[config.mk]
export PLATFORM = sky130hd
export DESIGN_NAME = spi_divmmc_arb_flat
export DESIGN_NICKNAME = d
export VERILOG_FILES = /design/src/rtl/spi_divmmc_arb_if.sv /design/src/rtl/spi_divmmc_arb.sv /design/src/flat_wrapper.sv
export SDC_FILE = /design/constraint.sdc
export NUM_CORES = 1
export LEC_CHECK = 0
export CAP_MARGIN = 20
export CORE_MARGIN = 8
export CORE_UTILIZATION = 41
export DETAILED_ROUTE_END_ITERATION = 6
export GPL_ROUTABILITY_DRIVEN = 0
export PLACE_DENSITY = 0.85
export SLEW_MARGIN = 25
export SYNTH_ARGS = -nofsm -noshare
export SYNTH_HDL_FRONTEND = slang
export SYNTH_SLANG_ARGS = --single-unit
[constraint.sdc]
create_clock -name clk_sys -period 3.4 [get_ports clk_sys]
set_input_delay 0.34 -clock clk_sys [delete_from_list [all_inputs] [get_ports clk_sys]]
set_output_delay 0.34 -clock clk_sys [all_outputs]
set_load 0.005 [all_outputs]
[src/rtl/spi_divmmc_arb_if.sv]
// spi_divmmc_arb_if -- bus bundle between the two requesters, the arbiter
// and the byte-level DivMMC SPI engine.
//
// Requester side : req0/1, wr0/1, din0/1, lock0/1, cs0/1 (to arbiter)
//                  ack0/1, dout (from arbiter)
// Engine side    : eng_ready, eng_dout (to arbiter)
//                  eng_tx, eng_rx, eng_din (from arbiter)
// Status         : spi_cs_n, owner, busy (from arbiter)
//
// slave  : the arbiter's view.
// master : the view of whatever surrounds it (requesters + engine).
interface spi_divmmc_arb_if;
    logic       req0, req1;
    logic       wr0, wr1;
    logic [7:0] din0, din1;
    logic       lock0, lock1;
    logic       cs0, cs1;
    logic       ack0, ack1;
    logic [7:0] dout;
    logic       eng_ready;
    logic       eng_tx, eng_rx;
    logic [7:0] eng_din;
    logic [7:0] eng_dout;
    logic       spi_cs_n;
    logic       owner;
    logic       busy;

    modport slave (
        input  req0, req1, wr0, wr1, din0, din1, lock0, lock1, cs0, cs1,
        input  eng_ready, eng_dout,
        output ack0, ack1, dout, eng_tx, eng_rx, eng_din,
        output spi_cs_n, owner, busy
    );

    modport master (
        output req0, req1, wr0, wr1, din0, din1, lock0, lock1, cs0, cs1,
        output eng_ready, eng_dout,
        input  ack0, ack1, dout, eng_tx, eng_rx, eng_din,
        input  spi_cs_n, owner, busy
    );
endinterface

[src/rtl/spi_divmmc_arb.sv]
// spi_divmmc_arb -- two-requester arbiter/sequencer in front of the DivMMC
// byte SPI engine. Requester 0 is the CPU I/O port, requester 1 the boot
// loader. One byte transfer at a time: grant, strobe the engine, capture the
// read-ahead byte, wait for the engine, ack the owner.
//
// Ports:
//   clk_sys  : system clock, rising edge
//   reset_n  : synchronous active-low reset
//   bus      : spi_divmmc_arb_if.slave (requests/acks, engine strobes,
//              card select, owner and busy status)
//
// Parameters:
//   TIMEOUT_W : width of the lock watchdog counter (only with
//               SPI_ARB_TIMEOUT_EN defined).
//
// Build option:
//   SPI_ARB_TIMEOUT_EN : when defined, a lock held in IDLE with no request
//                        from its owner is force-released once the watchdog
//                        counter reaches all-ones.
module spi_divmmc_arb #(
    parameter int TIMEOUT_W = 16
) (
    input  logic             clk_sys,
    input  logic             reset_n,
    spi_divmmc_arb_if.slave  bus
);

    typedef enum logic [2:0] {IDLE, ISSUE, LATCH, WAIT, ACK} state_t;

    state_t     state, state_nx;
    logic       owner_q, owner_nx;
    logic       lock_q, lock_nx;
    logic [7:0] shadow;   // engine byte captured the cycle after the strobe
    logic [7:0] dout_q;   // last acked byte, held between acks

    logic       own_req, own_wr, own_lock, own_cs;
    logic [7:0] own_din;
    logic       gnt, gnt_id;
    logic       tmo;

    logic       ack0, ack1, eng_tx, eng_rx;
    logic [7:0] eng_din;
    logic       busy;

    // Owner's view of the request bundle.
    always_comb begin
        own_req  = owner_q ? bus.req1  : bus.req0;
        own_wr   = owner_q ? bus.wr1   : bus.wr0;
        own_lock = owner_q ? bus.lock1 : bus.lock0;
        own_cs   = owner_q ? bus.cs1   : bus.cs0;
        own_din  = owner_q ? bus.din1  : bus.din0;
    end

    // Grant decision: a held lock restricts to the owner; a tie goes to the
    // requester that did not have the engine last.
    always_comb begin
        gnt    = 1'b0;
        gnt_id = owner_q;
        if (lock_q) begin
            gnt    = own_req;
            gnt_id = owner_q;
        end else if (bus.req0 && bus.req1) begin
            gnt    = 1'b1;
            gnt_id = ~owner_q;
        end else if (bus.req0) begin
            gnt    = 1'b1;
            gnt_id = 1'b0;
        end else if (bus.req1) begin
            gnt    = 1'b1;
            gnt_id = 1'b1;
        end
    end

`ifdef SPI_ARB_TIMEOUT_EN
    // Watchdog on an idle lock; any grant leaves IDLE or sees own_req and
    // clears it.
    logic [TIMEOUT_W-1:0] tcnt;
    logic                 idle_lock;

    assign idle_lock = (state == IDLE) && lock_q && !own_req;
    assign tmo       = idle_lock && (&tcnt);

    always_ff @(posedge clk_sys) begin
        if (!reset_n)
            tcnt <= '0;
        else if (idle_lock && !tmo)
            tcnt <= tcnt + 1'b1;
        else
            tcnt <= '0;
    end
`else
    assign tmo = 1'b0;
`endif

    // Next state and strobes.
    always_comb begin
        state_nx = state;
        owner_nx = owner_q;
        lock_nx  = lock_q;
        ack0     = 1'b0;
        ack1     = 1'b0;
        eng_tx   = 1'b0;
        eng_rx   = 1'b0;
        eng_din  = 8'h00;
        unique case (state)
            IDLE: begin
                if ((lock_q && !own_lock) || tmo)
                    lock_nx = 1'b0;
                if (gnt) begin
                    owner_nx = gnt_id;
                    state_nx = ISSUE;
                end
            end
            ISSUE: begin
                if (bus.eng_ready) begin
                    eng_tx   = own_wr;
                    eng_rx   = ~own_wr;
                    eng_din  = own_din;
                    state_nx = LATCH;
                end
            end
            LATCH: state_nx = WAIT;
            WAIT: begin
                if (bus.eng_ready)
                    state_nx = ACK;
            end
            ACK: begin
                ack0     = ~owner_q;
                ack1     = owner_q;
                lock_nx  = own_lock;
                state_nx = IDLE;
            end
            default: state_nx = IDLE;
        endcase
    end

    always_ff @(posedge clk_sys) begin
        if (!reset_n) begin
            state   <= IDLE;
            owner_q <= 1'b1;
            lock_q  <= 1'b0;
            shadow  <= 8'h00;
            dout_q  <= 8'h00;
        end else begin
            state   <= state_nx;
            owner_q <= owner_nx;
            lock_q  <= lock_nx;
            // Engine latches its output at start, so this is the byte the
            // previous transfer received.
            if (state == LATCH)
                shadow <= bus.eng_dout;
            if (state == ACK)
                dout_q <= shadow;
        end
    end

    assign busy         = (state != IDLE) || lock_q;
    assign bus.busy     = busy;
    assign bus.spi_cs_n = busy ? ~own_cs : 1'b1;
    assign bus.owner    = owner_q;
    assign bus.ack0     = ack0;
    assign bus.ack1     = ack1;
    assign bus.eng_tx   = eng_tx;
    assign bus.eng_rx   = eng_rx;
    assign bus.eng_din  = eng_din;
    // dout is valid in the ack cycle itself, then held.
    assign bus.dout     = (state == ACK) ? shadow : dout_q;

endmodule
[src/flat_wrapper.sv]
// flat-port wrapper written by rule: the top's interface ports become plain ports
module spi_divmmc_arb_flat 
#(
    parameter int TIMEOUT_W = 16
)
  (clk_sys, reset_n, bus_req0, bus_req1, bus_wr0, bus_wr1, bus_din0, bus_din1, bus_lock0, bus_lock1, bus_cs0, bus_cs1, bus_eng_ready, bus_eng_dout, bus_ack0, bus_ack1, bus_dout, bus_eng_tx, bus_eng_rx, bus_eng_din, bus_spi_cs_n, bus_owner, bus_busy);
  spi_divmmc_arb_if bus_i ();
  input  logic clk_sys;
  input  logic reset_n;
  input wire logic [$bits(bus_i.req0)-1:0] bus_req0;
  input wire logic [$bits(bus_i.req1)-1:0] bus_req1;
  input wire logic [$bits(bus_i.wr0)-1:0] bus_wr0;
  input wire logic [$bits(bus_i.wr1)-1:0] bus_wr1;
  input wire logic [$bits(bus_i.din0)-1:0] bus_din0;
  input wire logic [$bits(bus_i.din1)-1:0] bus_din1;
  input wire logic [$bits(bus_i.lock0)-1:0] bus_lock0;
  input wire logic [$bits(bus_i.lock1)-1:0] bus_lock1;
  input wire logic [$bits(bus_i.cs0)-1:0] bus_cs0;
  input wire logic [$bits(bus_i.cs1)-1:0] bus_cs1;
  input wire logic [$bits(bus_i.eng_ready)-1:0] bus_eng_ready;
  input wire logic [$bits(bus_i.eng_dout)-1:0] bus_eng_dout;
  output wire logic [$bits(bus_i.ack0)-1:0] bus_ack0;
  output wire logic [$bits(bus_i.ack1)-1:0] bus_ack1;
  output wire logic [$bits(bus_i.dout)-1:0] bus_dout;
  output wire logic [$bits(bus_i.eng_tx)-1:0] bus_eng_tx;
  output wire logic [$bits(bus_i.eng_rx)-1:0] bus_eng_rx;
  output wire logic [$bits(bus_i.eng_din)-1:0] bus_eng_din;
  output wire logic [$bits(bus_i.spi_cs_n)-1:0] bus_spi_cs_n;
  output wire logic [$bits(bus_i.owner)-1:0] bus_owner;
  output wire logic [$bits(bus_i.busy)-1:0] bus_busy;
  assign bus_i.req0 = bus_req0;
  assign bus_i.req1 = bus_req1;
  assign bus_i.wr0 = bus_wr0;
  assign bus_i.wr1 = bus_wr1;
  assign bus_i.din0 = bus_din0;
  assign bus_i.din1 = bus_din1;
  assign bus_i.lock0 = bus_lock0;
  assign bus_i.lock1 = bus_lock1;
  assign bus_i.cs0 = bus_cs0;
  assign bus_i.cs1 = bus_cs1;
  assign bus_i.eng_ready = bus_eng_ready;
  assign bus_i.eng_dout = bus_eng_dout;
  assign bus_ack0 = bus_i.ack0;
  assign bus_ack1 = bus_i.ack1;
  assign bus_dout = bus_i.dout;
  assign bus_eng_tx = bus_i.eng_tx;
  assign bus_eng_rx = bus_i.eng_rx;
  assign bus_eng_din = bus_i.eng_din;
  assign bus_spi_cs_n = bus_i.spi_cs_n;
  assign bus_owner = bus_i.owner;
  assign bus_busy = bus_i.busy;
  spi_divmmc_arb #(.TIMEOUT_W(TIMEOUT_W)) u_core (.clk_sys(clk_sys), .reset_n(reset_n), .bus(bus_i));
endmodule
* Word level (Yosys, flattened, before mapping)
Cells that the tools add are included.
** Cells by class
- Equal/unequal tests :: 8
- Multiplexer cells :: 28
- Bitwise gates (word level) :: 4
- Reductions and logical operators :: 11
** Operators by type and width (count)
- two-way mux 8 bit :: 4
- two-way mux 1 bit :: 19
- case mux 3 bit (4 select lines) :: 1
- two-way mux 3 bit :: 3
- == test 3 x 2 -> 1 bit, second input constant :: 2
- nonzero test 3 bit :: 2
- != test 2 x 1 -> 1 bit, second input constant :: 2
- != test 2 bit, second input constant :: 2
- NOT 1 bit :: 4
- AND reduction 4 bit :: 1
- == test 3 x 1 -> 1 bit, second input constant :: 1
- == test 3 bit, second input constant :: 1
- zero test 3 bit :: 1
- AND reduction 3 bit :: 1
- logical AND 1 bit :: 2
- case mux 1 bit (2 select lines) :: 1
- AND reduction 2 bit :: 1
- nonzero test 2 bit :: 1
- zero test 1 bit :: 1
- logical OR 1 bit :: 1
** Storage, ports and cells
- Bits in registers :: 21
- Word-level logic and storage cells :: 56

* Logic depth before layout (Yosys ltp)
Gate-level depths: netlist of the first run.
- Depth after elaboration :: 6
- Gate-level depth with buffers :: 4
- Mapped depth without buffers :: 3

* Least setup slack after synthesis of the first run
No wires, ideal clock.
- Path kind :: reg-to-output
- Start :: register u_core.state[0]
- End :: output bus_eng_rx
- Arrival :: 1079 ps
- Slack :: 1981 ps
- Stages on the path, launching flop included :: 5
- Path buffers :: 1
- Cells stage by stage :: dfxtp_1 -> nand2_1 -> or3_1 -> buf_2 -> nor2b_1
** On the way
- Longest elaborated chain between the ends :: 2
** RTL lines
- start, declared :: line spi_divmmc_arb.sv:30 : state_t state, state_nx;
- start signal, assigned :: line spi_divmmc_arb.sv:145 : state <= state_nx;
- == test 3 x 1 -> 1 bit :: line spi_divmmc_arb.sv:105 : unique case (state)
- two-way mux 1 bit :: line spi_divmmc_arb.sv:105
- end, declared :: line flat_wrapper.sv:26 : output wire logic [$bits(bus_i.eng_rx)-1:0] bus_eng_rx;
No other way between the ends.

* Worst setup path after layout of the first run
- Start :: register u_core.state[2]
- End :: output bus_dout[3]
** On the way
- Longest elaborated chain between the ends :: 2
** RTL lines
- == test 3 bit :: line spi_divmmc_arb.sv:167 : assign bus.dout = (state == ACK) ? shadow : dout_q;
- two-way mux 8 bit :: line spi_divmmc_arb.sv:167
- end, declared :: line flat_wrapper.sv:24 : output wire logic [$bits(bus_i.dout)-1:0] bus_dout;
No other way between the ends.

==> results of run 1 <==
[state kept, by name, indices dropped and copies added, names as in the netlist]
register          cells
u_core.bus.owner      1
u_core.lock_q         1
u_core.shadow         8
u_core.state          3
u_core.dout_q         8
[cell families after synthesis]
family,synth area share (%)
AOI/OAI and AO/OA,3.584
buffers and inverters,5.495
xor gates and xnor gates,0.8365
and+or+nand+nor,22.10
muxes,27.84
DFF,40.14
[layer usage]
metal  share of wire, %  up-vias
li1                   -      458
met1                 44      420
met2                 42       57
met3                 12        5
met4                1.8        0
met5                  0        -
[power breakdown]
| group | leakage, nW | internal (mW) | switching (mW) |
|---|---|---|---|
| Combinational | 0.494 | 0.0814 | 0.0370 |
| Sequential | 0.170 | 0.254 | 0.0147 |
| Clock | 0.0150 | 0.0458 | 0.0726 |
[path summary, 6_finish.rpt]
path / startpoint / end / slack [ns] / cells after the start
worst max-delay path: u_core.state[2] / bus_dout[3] / 0.77 / 3
worst min-delay path: u_core.shadow[6] / u_core.shadow[6] / 0.53 / 2
worst max register to register: u_core.state[2] / u_core.dout_q[3] / 1.61 / 3
worst min register to register: u_core.shadow[6] / u_core.shadow[6] / 0.53 / 2
[critical path: stages, from the launching register on]
cell and delay (ns):
dfxtp_1 0.42, nor3b_2 0.67, mux2_2 0.44, clkdlybuf4s50_1 0.46
[cell type report]
class                   count  area share, %
flip-flops and latches     21          25.69
repair buffers             57          34.86
well taps                  30          2.294
clock buffers               4          1.606
multi-input cells          74          35.09
inverters                   2         0.4587
[cell usage in the layout (no fill, tap or decap), drive strengths merged]
cell type      count
clkdlybuf4s50     57
dfxtp             21
mux2i             19
nor2b             11
nor2              10
and2              10
mux2               9
nand2              4
clkbuf             4
nor3b              2
inv                2
or3                1
or4                1
and4               1
o21ai              1
o311ai             1
o211a              1
xnor2              1
a22o               1
a21oi              1
[stage by stage]
step,hold slack (ns),std cells,util (%)
after floorplan,0.4682,103,-
after global placement,0.4898,184,65.60
after detailed placement,0.5022,184,65.60
after CTS,0.5307,188,66.67
after global routing,0.5538,188,66.67
final,0.5268,188,66.67
==> impl_metrics.py, run 1 <==
metrics = {
    "status": {
        "status": "completed",
    },
    "timing": {
        "setup_tns_ns": 0,
        "fmax_mhz": 379.9,
        "setup_viol": 0,
        "fin_ws_ns": 0.7674,
        "clock_skew_ns": 0.004895,
        "finalHoldViolations": 0,
        "period_needed_ns": 2.633,
        "maxSlewViolCount": 0,
        "rsz0062_at_grt": "false",
        "slew_headroom_pct": 43.96,
        "worst_slew_pin_slew_ns": 0.8369,
        "final.period_utilization_pct": 77.43,
    },
    "detailed_routing": {
        "drc_errors": 0,
        "drt-total-wl_um": 3000,
        "wire_per_inst_um": 15.96,
        "dr.pass1.iters": 4,
        "dr.first_iter.drc_count": 50,
        "via_per_inst": 5.000,
        "dr_total_vias": 940,
        "route.antenna.remaining_nets": 0,
    },
    "pwr": {
        "ir_drop_uv": 250.1,
        "power.total_mw": 0.5056,
        "power_leakage_nw": 0.6793,
        "p_per_area_nw_per_um2": 308.9,
    },
    "yosys": {
        "syn_area_per_cell_um2": 10.17,
        "ys_types": 23,
        "netlist_area_um2": 1047,
        "ys_warn_count": 0,
        "ys.flop_type": "dfxtp_1",
        "synth-edff-count": 0,
        "ys_seq_elements": 21,
        "syn_inst": 103,
        "yosysTopAreaCell": "dfxtp_1",
        "synth.area.top_cells": "dfxtp_1 40%, mux2i_1 18%, mux2_2 9.7%",
        "synth_common_cells": "21 x dfxtp_1, 19 x mux2i_1, 11 x nor2b_1, 10 x and2_1, 10 x nor2_1",
        "synth_most_common_cell": "dfxtp_1",
        "synth_top_area_share_pct": 40.14,
        "seq_area_frac_synth_pct": 40.14,
        "syn-num-nets": 138,
        "async_flop_share_pct": 0,
    },
    "die": {
        "io_pins": 58,
        "die_w_um": 66.54,
        "start_util_pct": 42.66,
        "die_h_um": 66.54,
        "core_region_area_um2": 2455,
        "rows": 18,
        "die_area_um2": 4428,
    },
    "finish": {
        "multi_input_area_um2": 574.3,
        "diodes": 0,
        "fill_cells": 222,
        "drive_gt1_share_pct": 10.13,
        "nNetsFinal": 194,
        "areaGrowthSynthToFinish_pct": 56.27,
        "area.sequential_um2": 420.4,
        "finish.instance_area_um2": 1637,
    },
    "global_route": {
        "gr-usage-met3_pct": 5.369,
        "antenna_found_initial": 0,
        "grt_pass1_wl_um": 4416,
        "grt_max_degree": 20,
        "top_usage_layer": "met2",
        "met2_usage_pct": 21.74,
        "grt_pass1_vias": 937,
        "globalRoute.totalOverflow": 0,
        "track_usage_pct": 13.07,
        "gr-usage-met1_pct": 14.23,
    },
    "placement": {
        "dpl_cell_area_um2": 1610,
        "io_buffers": 57,
        "dpl_worst_slack_ns": 0.9492,
        "hpwlAfterDp_um": 2444,
    },
    "setup_path": {
        "crit_path_end_kind": "output port",
        "cp.arrival_ns": 2.29,
        "path_max_fanout": 11,
        "cp-start-kind": "flip-flop",
        "crit_type": "flip-flop to output port",
        "required_ns": 3.06,
    },
    "clock_tree": {
        "clk_path_buf_depth": 2,
        "post_cts_buffers": 0,
        "holdBufCountCts": 0,
        "cts-resized-gates": 0,
        "htreeDepth": 1,
        "clk_pin_slew_worst_paths_ns": 0.11,
        "numCtsBuffers": 3,
        "ctsRootBufferMaster": "clkbuf_4",
        "clock_latency_ns": 0.30,
        "cts_tree": "yes",
        "clock_sinks": 21,
    },
    "min_path": {
        "hold_path.class": "flip-flop to flip-flop",
    },
    "run": {
        "cap_violations": 0,
    },
}
(Power assumes the default switching activity.)
==> run 2, diff against run 1 <==
--- a/config.mk
+++ b/config.mk
@@ -7,10 +7,10 @@
 export LEC_CHECK = 0
 export CAP_MARGIN = 20
 export CORE_MARGIN = 8
-export CORE_UTILIZATION = 41
+export CORE_UTILIZATION = 34
 export DETAILED_ROUTE_END_ITERATION = 6
 export GPL_ROUTABILITY_DRIVEN = 0
-export PLACE_DENSITY = 0.85
+export PLACE_DENSITY = 0.75
 export SLEW_MARGIN = 25
 export SYNTH_ARGS = -nofsm -noshare
 export SYNTH_HDL_FRONTEND = slang
==> constraint.sdc (replaced) <==
create_clock -name clk_sys -period 2.35 [get_ports clk_sys]
set_input_delay 0.235 -clock clk_sys [delete_from_list [all_inputs] [get_ports clk_sys]]
set_output_delay 0.235 -clock clk_sys [all_outputs]
set_load 0.005 [all_outputs]
==> impl_metrics.py, run 2 (synthesized netlist as in run 1, its figures left out) <==
metrics = {
    "status": {
        "status": "completed",
    },
    "global_route": {
        "grt_pass1_vias": 940,
        "antenna_found_initial": 0,
        "track_usage_pct": 11.38,
        "grt_max_degree": 20,
        "globalRoute.totalOverflow": 0,
        "grt_pass1_wl_um": 4698,
    },
    "pwr": {
        "pwr-share-seq_pct": 51.2,
        "clkPwrFrac_pct": 23.8,
        "switching_share_pct": 25.43,
        "comb_power_share_pct": 25.0,
        "p_per_area_nw_per_um2": 444.1,
        "power.internal_mw": 0.5564,
        "p_sw_mw": 0.1897,
        "ir_drop_uv": 280.4,
        "power_leakage_nw": 0.7057,
    },
    "min_path": {
        "holdCritStartpoint": "u_core.shadow[6]",
        "hold_depth": 2,
        "holdPathEnd": "u_core.shadow[6]",
        "hold_path.class": "flip-flop to flip-flop",
    },
    "clock_tree": {
        "clock_latency_ns": 0.31,
        "numCtsBuffers": 3,
        "ctsRootBufferMaster": "clkbuf_4",
        "clock_sinks": 21,
        "holdBufCountCts": 0,
        "cts_tree": "yes",
        "clk_pin_slew_worst_paths_ns": 0.12,
        "htreeDepth": 1,
        "clk_path_buf_depth": 2,
    },
    "setup_path": {
        "required_ns": 2.12,
        "rrSetupSlack_ns": 0.88,
        "r2r_start": "u_core.state[2]",
        "path_max_fanout": 10,
        "crit_type": "flip-flop to output port",
        "cp.arrival_ns": 1.99,
        "r2r-end": "u_core.dout_q[1]",
        "critical_path.max_stage_delay_ns": 0.47,
        "cp-start-kind": "flip-flop",
        "crit_chain": "nor3b_2 > buf_4 > mux2_2 > clkdlybuf4s50_1",
        "cp_slowest_cell": "clkdlybuf4s50_1",
        "rr_worst_depth": 4,
        "crit_path_end_kind": "output port",
    },
    "timing": {
        "clock_skew_ns": 0.004851,
        "slew_headroom_pct": 77.76,
        "period_needed_ns": 2.224,
        "maxSlewViolCount": 0,
        "rsz0062_at_grt": "false",
        "final.period_utilization_pct": 94.64,
        "setup_tns_ns": 0,
        "setup_viol": 0,
        "finalHoldViolations": 0,
        "fmax_mhz": 449.6,
        "worst_slew_pin_slew_ns": 0.3331,
    },
    "detailed_routing": {
        "dr.pass1.iters": 4,
        "highest_layer": "met4",
        "dr_wl_met2_um": 1341,
        "routed-wl-met3_um": 229,
        "drt-total-wl_um": 2914,
        "dr_total_vias": 933,
        "via_per_inst": 4.760,
        "route.antenna.remaining_nets": 0,
        "dr.first_iter.drc_count": 43,
        "met1_length_um": 1265,
        "wire_per_inst_um": 14.87,
        "drc_errors": 0,
    },
    "placement": {
        "dpl.cell_count": 192,
        "io_buffers": 57,
        "hpwlAfterDp_um": 2293,
    },
    "die": {
        "die_area_um2": 5112,
        "core_region_area_um2": 3003,
        "die_w_um": 71.50,
        "start_util_pct": 34.87,
        "die_h_um": 71.50,
        "rows": 20,
        "io_pins": 58,
    },
    "finish": {
        "diodes": 0,
        "final_cells": 196,
        "areaGrowthSynthToFinish_pct": 60.45,
        "drive_gt1_share_pct": 14.11,
        "layout_common_cells": "57 x clkdlybuf4s50_1, 20 x dfxtp_1, 19 x mux2i_1",
        "nNetsFinal": 199,
        "final_common_cell": "clkdlybuf4s50_1",
        "reg_top3": "u_core.dout_q: 8 flops, u_core.shadow: 8 flops, u_core.state: 3 flops",
    },
    "run": {
        "cap_violations": 0,
    },
}
-- run 2: changes by cell type in the layout (fill, tap and decap cells not counted) --
cell / delta
clkbuf_1: -1
or3_1: -1
clkinv_2: +1
or3_4: +1
nor3b_1: +1
nor3b_2: -1
buf_4: +5
dfxtp_1: -1
dfxtp_2: +1
-- run 2: final cells by class --
class	count	area, um2
inverters	2	7.507
repair buffers	62	608.1
clock inverters	1	5.005
well taps	33	41.29
fillers	282	1323
flip-flops and latches	21	421.7
multi-input cells	74	574.3
clock buffers	3	22.52
-- run 2: worst max-delay path by stage --
stage | from | endpoint | slack (ns) | cells after the start
detailed placement | bus_eng_ready | bus_eng_rx | 0.14 | 5
global placement | bus_eng_ready | bus_eng_din[0] | 0.17 | 5
finish | u_core.state[2] | bus_dout[4] | 0.13 | 4
global route | u_core.state[2] | bus_dout[4] | 0.03 | 4
CTS | u_core.state[0] | bus_eng_rx | 0.03 | 4
floorplan | u_core.state[2] | u_core.dout_q[0] | 1.02 | 4
-- run 2: timing repair --
action / 4_1_cts / 5_1_grt
setup buffers: 0 / 0
setup endpoints to repair: 0 / 10
gates resized for setup: 0 / 2
-- run 2: power groups by stage --
| stage | combinational, mW | clock [mW] | sequential, mW |
|---|---|---|---|
| floorplan | 0.0893 | 0 | 0.384 |
| global placement | 0.182 | 0 | 0.388 |
| detailed placement | 0.186 | 0 | 0.390 |
| CTS | 0.187 | 0.184 | 0.382 |
| global route | 0.203 | 0.199 | 0.385 |
| finish | 0.187 | 0.178 | 0.382 |
-- run 2: through the flow --
step	util (%)	hold WS, ns	power [mW]	setup slack (ns)	cell area, um2
floorplan	-	0.3632	0.4729	1.021	1047
global placement	54.83	0.4899	0.5702	0.1742	1647
detailed placement	54.83	0.5042	0.5762	0.1369	1647
CTS	55.75	0.5270	0.7528	0.03196	1674
global route	55.96	0.5447	0.7870	0.03300	1680
finish	55.96	0.5304	0.7462	0.1260	1680
-- run 2: routing by layer --
layer,vias to the layer above,global-route usage [%]
li1,467,-
met5,-,0
met4,0,6.803
met1,422,12.32
met2,37,19.59
met3,7,2.789
-- run 2: critical path, delay by kind of cell (launching register included) --
family	cells	cell delay, ns
buffers and inverters	2	0.69
DFF	1	0.41
muxes	1	0.35
and+or+nand+nor	1	0.23
